<file path="config.mk">
export PLATFORM = sky130hd
export DESIGN_NAME = vga_fb_reader_flat
export DESIGN_NICKNAME = d
export VERILOG_FILES = /design/src/rtl/vga_fb_reader_if.sv /design/src/rtl/vga_fb_reader.sv /design/src/flat_wrapper.sv
export SDC_FILE = /design/constraint.sdc
export NUM_CORES = 1
export LEC_CHECK = 0
export ABC_AREA = 1
export BUFFER_PORTS_ARGS = -buffer_cell sky130_fd_sc_hd__buf_2
export CAP_MARGIN = 30
export CORE_MARGIN = 2
export CORE_UTILIZATION = 55
export CTS_BUF_LIST = sky130_fd_sc_hd__clkbuf_4
export DETAILED_ROUTE_END_ITERATION = 12
export PLACE_DENSITY = 0.78
export SYNTH_ARGS = -nofsm -noshare
export SYNTH_HDL_FRONTEND = slang
export SYNTH_SLANG_ARGS = --single-unit
</file>
<file path="constraint.sdc">
create_clock -name clk -period 3.6 [get_ports clk]
set_input_delay 0.36 -clock clk [delete_from_list [all_inputs] [get_ports clk]]
set_output_delay 0.36 -clock clk [all_outputs]
set_load 0.03 [all_outputs]
</file>
<file path="src/rtl/vga_fb_reader_if.sv">
// vga_fb_reader_if: memory port-B bundle between the VGA framebuffer reader and
// the dual-port framebuffer memory.
//   addr_b    : word address driven by the reader
//   data_b    : write data driven by the reader (always zero, read-only consumer)
//   w_en_b    : write enable driven by the reader (always zero)
//   mem_out_b : read data returned by memory, valid one clk after addr_b
// modport master : the reader side
// modport slave  : the memory side
interface vga_fb_reader_if;
  logic [9:0]  addr_b;
  logic [15:0] data_b;
  logic        w_en_b;
  logic [15:0] mem_out_b;

  modport master (output addr_b, output data_b, output w_en_b, input mem_out_b);
  modport slave  (input addr_b, input data_b, input w_en_b, output mem_out_b);
endinterface

</file>
<file path="src/rtl/vga_fb_reader.sv">
// vga_fb_reader: generates VGA timing, fetches one 16-bit tile word per pixel
// tick from memory port B and turns its low byte into RGB332.
//   clk         : system clock
//   reset       : asynchronous reset, active-high
//   bus         : port-B master (addr_b / data_b / w_en_b out, mem_out_b in)
//   vga_r/g/b   : 3/3/2-bit colour, zero outside the visible area
//   hsync/vsync : active-low syncs
//   vblank      : high while the displayed line is below the visible area
//   frame_start : one-clk pulse when the counters wrap to (0,0)
// Colour, syncs and vblank all lag the pixel counters by two ticks.
module vga_fb_reader #(
  parameter int CLK_DIV = 2,
  parameter int H_VIS   = 640,
  parameter int H_FP    = 16,
  parameter int H_SYNC  = 96,
  parameter int H_BP    = 48,
  parameter int V_VIS   = 480,
  parameter int V_FP    = 10,
  parameter int V_SYNC  = 2,
  parameter int V_BP    = 33,
  parameter int TILE_W  = 20,
  parameter int TILE_H  = 20,
  parameter int TILES_X = 32,
  parameter int FB_BASE = 256
) (
  input  logic               clk,
  input  logic               reset,
  vga_fb_reader_if.master    bus,
  output logic [2:0]         vga_r,
  output logic [2:0]         vga_g,
  output logic [1:0]         vga_b,
  output logic               hsync,
  output logic               vsync,
  output logic               vblank,
  output logic               frame_start
);
  localparam int H_TOT = H_VIS + H_FP + H_SYNC + H_BP;
  localparam int V_TOT = V_VIS + V_FP + V_SYNC + V_BP;
  localparam int DIV_W = $clog2(CLK_DIV);
  localparam int HC_W  = $clog2(H_TOT);
  localparam int VC_W  = $clog2(V_TOT);
  localparam int SX_W  = (TILE_W > 1) ? $clog2(TILE_W) : 1;
  localparam int SY_W  = (TILE_H > 1) ? $clog2(TILE_H) : 1;
  localparam int TC_W  = $clog2(H_TOT / TILE_W + 1);
  localparam int TR_W  = $clog2(V_TOT / TILE_H + 1);

  localparam logic [DIV_W-1:0] DIV_LAST = DIV_W'(CLK_DIV - 1);
  localparam logic [HC_W-1:0]  H_LAST   = HC_W'(H_TOT - 1);
  localparam logic [HC_W-1:0]  H_VIS_C  = HC_W'(H_VIS);
  localparam logic [HC_W-1:0]  HS_START = HC_W'(H_VIS + H_FP);
  localparam logic [HC_W-1:0]  HS_END   = HC_W'(H_VIS + H_FP + H_SYNC);
  localparam logic [VC_W-1:0]  V_LAST   = VC_W'(V_TOT - 1);
  localparam logic [VC_W-1:0]  V_VIS_C  = VC_W'(V_VIS);
  localparam logic [VC_W-1:0]  VS_START = VC_W'(V_VIS + V_FP);
  localparam logic [VC_W-1:0]  VS_END   = VC_W'(V_VIS + V_FP + V_SYNC);
  localparam logic [SX_W-1:0]  SX_LAST  = SX_W'(TILE_W - 1);
  localparam logic [SY_W-1:0]  SY_LAST  = SY_W'(TILE_H - 1);
  localparam logic [9:0]       BASE_C   = 10'(FB_BASE);

  logic [DIV_W-1:0] div;
  logic [HC_W-1:0]  hcount;
  logic [VC_W-1:0]  vcount;
  logic [SX_W-1:0]  sub_x;
  logic [SY_W-1:0]  sub_y;
  logic [TC_W-1:0]  tile_col;
  logic [TR_W-1:0]  tile_row;

  logic tick, h_end, v_end;
  logic vis, hs_raw, vs_raw, vb_raw;
  logic [9:0] addr_next;
  logic vis_d, hs_d, vs_d, vb_d;
  logic [7:0] rgb;
  logic [7:0] unused_hi;

  assign tick  = (div == DIV_LAST);
  assign h_end = (hcount == H_LAST);
  assign v_end = (vcount == V_LAST);

  assign vis    = (hcount < H_VIS_C) && (vcount < V_VIS_C);
  assign hs_raw = !((hcount >= HS_START) && (hcount < HS_END));
  assign vs_raw = !((vcount >= VS_START) && (vcount < VS_END));
  assign vb_raw = (vcount >= V_VIS_C);

  // 10-bit arithmetic gives the mod-1024 wrap of the tile address for free.
  assign addr_next = BASE_C + 10'(tile_row) * 10'(TILES_X) + 10'(tile_col);

  assign bus.data_b = 16'h0000;
  assign bus.w_en_b = 1'b0;
  assign unused_hi  = bus.mem_out_b[15:8];

  assign vga_r = rgb[7:5];
  assign vga_g = rgb[4:2];
  assign vga_b = rgb[1:0];

  always_ff @(posedge clk or posedge reset) begin
    if (reset) begin
      div <= '0;
    end else if (tick) begin
      div <= '0;
    end else begin
      div <= div + 1'b1;
    end
  end

  // Pixel/line counters with incremental tile tracking (no divider).
  always_ff @(posedge clk or posedge reset) begin
    if (reset) begin
      hcount   <= '0;
      vcount   <= '0;
      sub_x    <= '0;
      sub_y    <= '0;
      tile_col <= '0;
      tile_row <= '0;
    end else if (tick) begin
      if (h_end) begin
        hcount   <= '0;
        sub_x    <= '0;
        tile_col <= '0;
        if (v_end) begin
          vcount   <= '0;
          sub_y    <= '0;
          tile_row <= '0;
        end else begin
          vcount <= vcount + 1'b1;
          if (sub_y == SY_LAST) begin
            sub_y    <= '0;
            tile_row <= tile_row + 1'b1;
          end else begin
            sub_y <= sub_y + 1'b1;
          end
        end
      end else begin
        hcount <= hcount + 1'b1;
        if (sub_x == SX_LAST) begin
          sub_x    <= '0;
          tile_col <= tile_col + 1'b1;
        end else begin
          sub_x <= sub_x + 1'b1;
        end
      end
    end
  end

  // Stage 1 issues the fetch; stage 2 captures the returned word. The sync
  // and blank flags ride the same two stages so they line up with the colour.
  always_ff @(posedge clk or posedge reset) begin
    if (reset) begin
      bus.addr_b <= BASE_C;
      vis_d      <= 1'b0;
      hs_d       <= 1'b1;
      vs_d       <= 1'b1;
      vb_d       <= 1'b0;
      rgb        <= '0;
      hsync      <= 1'b1;
      vsync      <= 1'b1;
      vblank     <= 1'b0;
    end else if (tick) begin
      if (vis) begin
        bus.addr_b <= addr_next;
      end
      vis_d  <= vis;
      hs_d   <= hs_raw;
      vs_d   <= vs_raw;
      vb_d   <= vb_raw;
      rgb    <= vis_d ? bus.mem_out_b[7:0] : 8'h00;
      hsync  <= hs_d;
      vsync  <= vs_d;
      vblank <= vb_d;
    end
  end

  always_ff @(posedge clk or posedge reset) begin
    if (reset) begin
      frame_start <= 1'b0;
    end else begin
      frame_start <= tick && h_end && v_end;
    end
  end
endmodule

</file>
<file path="src/flat_wrapper.sv">
// flat-port wrapper written by rule: the top's interface ports become plain ports
module vga_fb_reader_flat 
#(
  parameter int CLK_DIV = 2,
  parameter int H_VIS   = 640,
  parameter int H_FP    = 16,
  parameter int H_SYNC  = 96,
  parameter int H_BP    = 48,
  parameter int V_VIS   = 480,
  parameter int V_FP    = 10,
  parameter int V_SYNC  = 2,
  parameter int V_BP    = 33,
  parameter int TILE_W  = 20,
  parameter int TILE_H  = 20,
  parameter int TILES_X = 32,
  parameter int FB_BASE = 256
)
  (clk, reset, vga_r, vga_g, vga_b, hsync, vsync, vblank, frame_start, bus_addr_b, bus_data_b, bus_w_en_b, bus_mem_out_b);
  vga_fb_reader_if bus_i ();
  input  logic clk;
  input  logic reset;
  output logic [2:0] vga_r;
  output logic [2:0] vga_g;
  output logic [1:0] vga_b;
  output logic hsync;
  output logic vsync;
  output logic vblank;
  output logic frame_start;
  output wire logic [$bits(bus_i.addr_b)-1:0] bus_addr_b;
  output wire logic [$bits(bus_i.data_b)-1:0] bus_data_b;
  output wire logic [$bits(bus_i.w_en_b)-1:0] bus_w_en_b;
  input wire logic [$bits(bus_i.mem_out_b)-1:0] bus_mem_out_b;
  assign bus_addr_b = bus_i.addr_b;
  assign bus_data_b = bus_i.data_b;
  assign bus_w_en_b = bus_i.w_en_b;
  assign bus_i.mem_out_b = bus_mem_out_b;
  vga_fb_reader #(.CLK_DIV(CLK_DIV), .H_VIS(H_VIS), .H_FP(H_FP), .H_SYNC(H_SYNC), .H_BP(H_BP), .V_VIS(V_VIS), .V_FP(V_FP), .V_SYNC(V_SYNC), .V_BP(V_BP), .TILE_W(TILE_W), .TILE_H(TILE_H), .TILES_X(TILES_X), .FB_BASE(FB_BASE)) u_core (.clk(clk), .reset(reset), .bus(bus_i), .vga_r(vga_r), .vga_g(vga_g), .vga_b(vga_b), .hsync(hsync), .vsync(vsync), .vblank(vblank), .frame_start(frame_start));
endmodule
</file>
## After elaboration in Yosys (flattened, before gate mapping)

Cells that the tools add are included.

| cells by class | value |
|---|---|
| mux-type cells | 12 |
| add/subtract/negate cells | 9 |
| magnitude comparators | 7 |
| reductions and logical operators | 13 |
| equal/unequal tests | 4 |

Operators with widths:

| cell | count |
|---|---|
| $mux W5 | 6 |
| $add A10 B1 Y10 const B | 2 |
| $eq A10 B10 Y1 const B | 2 |
| $ge A10 B9 Y1 const B | 2 |
| $lt A10 B10 Y1 const B | 2 |
| $lt A10 B9 Y1 const B | 2 |
| $mux W10 | 2 |
| $add A5 B1 Y5 const B | 3 |
| $mux W6 | 2 |
| $add A10 B6 Y10 | 1 |
| $add A9 B10 Y10 const A | 1 |
| $eq A5 B5 Y1 const B | 2 |
| $ge A10 B10 Y1 const B | 1 |
| $mux W8 | 1 |
| $add A6 B1 Y6 const B | 1 |
| $reduce_and A2 Y1 | 3 |
| $logic_and A1 B1 Y1 | 5 |
| $reduce_bool A2 Y1 | 2 |
| $reduce_and A3 Y1 | 1 |
| $logic_not A1 Y1 | 2 |
| $add A1 B1 Y1 const B | 1 |
| $mux W1 | 1 |

| storage, ports and cells | value |
|---|---|
| output and inout port bits | 39 |
| register bits after elaboration | 68 |

## Longest topological paths before layout

| logic depth | value |
|---|---|
| depth in word-level cells | 3 |
| gate-level depth with buffers | 9 |
| mapped depth without buffers | 9 |

## Worst setup path after synthesis

No wires, ideal clock.

| path | value |
|---|---|
| path kind | register to register |
| start | register u_core.vcount[0] |
| end | register u_core.sub_y[2] |
| stages on the path, launching flop included | 10 |
| period minus slack after synthesis | 1.429 ns |
| path slack | 2.171 ns |
| path buffers | 0 |
| required time | 3.480 ns |
| setup time | 0.120 ns |
| arrival | 1.309 ns |
| path through | dfrtp_1 > inv_1 > ha_1 > nand2_1 > nor2_1 > nand4_2 > nand2_1 > nand2_1 > o21ai_0 > nor2_1 |

| on the way | value |
|---|---|
| cells in the longest elaborated chain, start to end | 2 |

Ends and longest elaborated chain:

| what | RTL line | text |
|---|---|---|
| from (decl) | vga_fb_reader.sv:62 | `logic [VC_W-1:0] vcount;` |
| from (signal assigned) | vga_fb_reader.sv:124 | `vcount <= vcount + 1'b1;` |
| $eq A10 B10 Y1 | vga_fb_reader.sv:77 | `assign v_end = (vcount == V_LAST);` |
| $mux W5 | vga_fb_reader.sv:119 | `if (v_end) begin` |
| to (signal assigned) | vga_fb_reader.sv:129 | `sub_y <= sub_y + 1'b1;` |
| to (decl) | vga_fb_reader.sv:64 | `logic [SY_W-1:0] sub_y;` |

No other way between the ends.
A chain may end at the register's enable or synchronous reset.

## Worst setup path after layout

| path | value |
|---|---|
| start | register u_core.div |
| end | register u_core.sub_y[2] |

| on the way | value |
|---|---|
| cells in the longest elaborated chain, start to end | 1 |

Ends and longest elaborated chain:

| what | RTL line | text |
|---|---|---|
| from (decl) | vga_fb_reader.sv:60 | `logic [DIV_W-1:0] div;` |
| from (signal assigned) | vga_fb_reader.sv:101 | `div <= div + 1'b1;` |
| $reduce_and A2 Y1 (no source line) | - |  |

No other way between the ends.

==> impl_metrics.yaml <==
sta:
  drv_slew: 0
  finalCriticalPeriod_ps: 1910
  fmax_mhz: 524
  hold_violations: 0
  tightestPinTransition_ps: 813
  setup_viol_count_final: 0
  relSlewSlack_pct: 45.6
  period_share_pct: 53.0
  setup_ws_ps: 1690
  skew_ps: 15.1
  tns_ps: 0
  rsz0062_at_grt: "false"
routing:
  initialDrtViolationCount: 144
  via_per_inst: 5.11
  vias: 2784
  drc: 0
  wl_per_cell_um: 12.1
  drtPass1Iterations: 4
  wl_um: 6600
  ant_nets: 0
finish:
  layout.nets: 491
  nFillCells: 581
  final_cells: 545
  drive_gt1_share_pct: 14.5
  antennaDiodeCount: 0
  area_growth_pct: 8.03
  design_area_um2: 3860
  multi_input_area_um2: 1530
  seqCellArea_um2: 1710
clock_network:
  cts_buffers: 9
  htreeDepth: 3
  clkLatencyLatePin_ps: 420
  clk_pin_slew_ps: 110
  ctsLongestPathBuffers: 2
  clkSinkCount: 68
  cts_root_buf: "clkbuf_4"
  cts_tree: "done"
  cts_resized: 0
placed_design:
  port_buffers: 31
  dp_cells: 528
  hpwl_um: 4560
  postPlaceCellArea_um2: 3710
  place_ws_ps: 1700
  place_congestion: 0.871
power_and_ir_drop:
  peakVddDrop_mv: 0.234
  finalPower_mw: 1.32
  p_leak_nw: 1.96
  power_density_nw_per_um2: 343
synth:
  synthMuxAreaShare_pct: 0.280
  ys.flop_type: "dfrtp_1"
  synth_top_family_by_area: "simple AND/OR/NAND/NOR gates"
  synth.top_cells.by_area: "dfrtp_1 (44%), nand2_1 (11%), nand3_1 (5.5%)"
  synthTopCellsByCount: "nand2_1 (105), dfrtp_1 (63), inv_1 (47)"
  yosysTopAreaCell: "dfrtp_1"
  ys_warn_count: 0
  synth-simple-area-share_pct: 25.9
  ys_seq_area_share_pct: 47.8
  synth_xor_area_share_pct: 4.91
  synth_top_area_share_pct: 44.2
  synth-seq-cells: 68
  async_flop_share_pct: 100
  syn-cell-area_um2: 3570
  synth_most_common_cell: "nand2_1"
  synth_compound_gate_area_share_pct: 6.45
  avgSynthCellArea_um2: 8.28
  synth-edff-count: 0
  ys_types: 32
  synthCells: 431
  synth-adder-area-share_pct: 3.51
global_route:
  antenna_found_initial: 0
  grt_pass1_wl_um: 11600
  grt_usage_pct: 20.0
  grt_overflow: 0
  grt_max_degree: 40
  first_global_vias: 2791
worst_setup_path:
  rr_endpoint: "u_core.sub_y[2]"
  critical_path_class: "register to register"
  crit-reg2reg-launch: "u_core.div"
  rrSetupSlack_ps: 1690
  crit_path_start_kind: "register"
  cp-end-kind: "register"
  cp.required_ps: 3910
  arrival_ps: 2220
  cp_max_fo: 32
  r2r_cells: 8
floorplan:
  dieWidth_um: 84.6
  coreArea_um2: 6310
  rows: 29
  ios: 57
  die_y_um: 84.6
  initial_utilization_pct: 56.5
  die_area_um2: 7150
worst_hold_path:
  hold_end: "u_core.rgb[7]"
  worstHoldStart: "bus_mem_out_b[7]"
  hold_depth: 3
  hold_path.class: "input pin to register"
outcome:
  status: "completed"
flow_run:
  drv_cap: 0
-- state kept, by name, summed over array words and instances, names as in the netlist, 5 cells and up --
register / flops
u_core.bus.addr_b: 10
u_core.hcount: 10
u_core.vcount: 10
u_core.rgb: 8
u_core.tile_col: 6
u_core.sub_x: 5
u_core.sub_y: 5
u_core.tile_row: 5
-- report_power, final --
group	switching (mW)	internal, mW	leakage (nW)
Combinational	0.0531	0.0126	1.00
Clock	0.277	0.209	0.0759
Sequential	0.00227	0.768	0.880
-- critical path: stages (launching register included) --
cell and delay [ps]:
dfrtp_1 370, buf_4 330, nand2_2 140, nor2_4 160
inv_2 80, nor2_8 310, inv_2 180, o21ai_0 180
nor2_1 50
-- cell usage in the layout (no fill, tap or decap), types with 2 or more instances in the layout --
cell type and count:
a21oi_1 8, buf_2 31, buf_4 2, clkbuf_4 9, clkinv_2 4, conb_1 17, dfrtp_1 63, dfstp_2 5
ha_1 10, inv_1 46, inv_2 4, nand2_1 105, nand3_1 39, nand4_1 16, nor2_1 32, nor3_1 4
nor3_2 2, o21ai_0 14, o21ai_1 21, or2_2 2, xnor2_1 4, xor2_1 16
-- worst max path at each step --
stage                           from                   end  cells past startpoint
after CTS                 u_core.div       u_core.sub_y[2]                      8
after global routing      u_core.div  u_core.bus.addr_b[4]                      5
after floorplan                reset  u_core.bus.addr_b[0]                      1
after detailed placement  u_core.div       u_core.sub_y[2]                      8
after global placement    u_core.div       u_core.sub_y[2]                      8
final                     u_core.div       u_core.sub_y[2]                      8
-- repair_timing --
action / CTS / global route
setup buffers: 0 / 0
hold endpoints to repair: 10 / 0
hold buffers: 1 / 0
-- logic make-up (layout without fill, tap and decap cells) --
| group | count (synthesis) | in the layout |
|---|---|---|
| other | 1 | 17 |
| adder cells (fa/ha/maj) | 10 | 10 |
| XOR/XNOR | 20 | 20 |
| flip-flops | 68 | 68 |
| multiplexers | 1 | 1 |
| AO/OA/AOI/OAI | 45 | 45 |
| AND/OR/NAND/NOR | 206 | 206 |
| buffers and inverters | 80 | 101 |
-- final cells by class --
type / count / area share, %
Sequential cell: 68 / 44.3
Clock buffer: 9 / 1.75
Multi-Input combinational cell: 299 / 39.7
Tap cell: 77 / 2.50
Inverter: 50 / 4.87
Timing Repair Buffer: 35 / 5.19
Clock inverter: 7 / 1.72
-- layer usage --
layer,vias up,wire [um],track usage (%)
met5,-,0,0
met4,0,49,5.05
met3,5,207,6.59
met2,39,3270,34.4
met1,1317,3070,24.5
li1,1423,-,-
-- through the flow --
stage / utilization, % / hold WS [ps]
floorplan: - / 439
global placement: 58.5 / 448
detailed placement: 58.8 / 314
CTS: 61.1 / 144
global route: 61.1 / 139
finish: 61.1 / 163
Note: power is estimated with default switching activity, not from simulation.
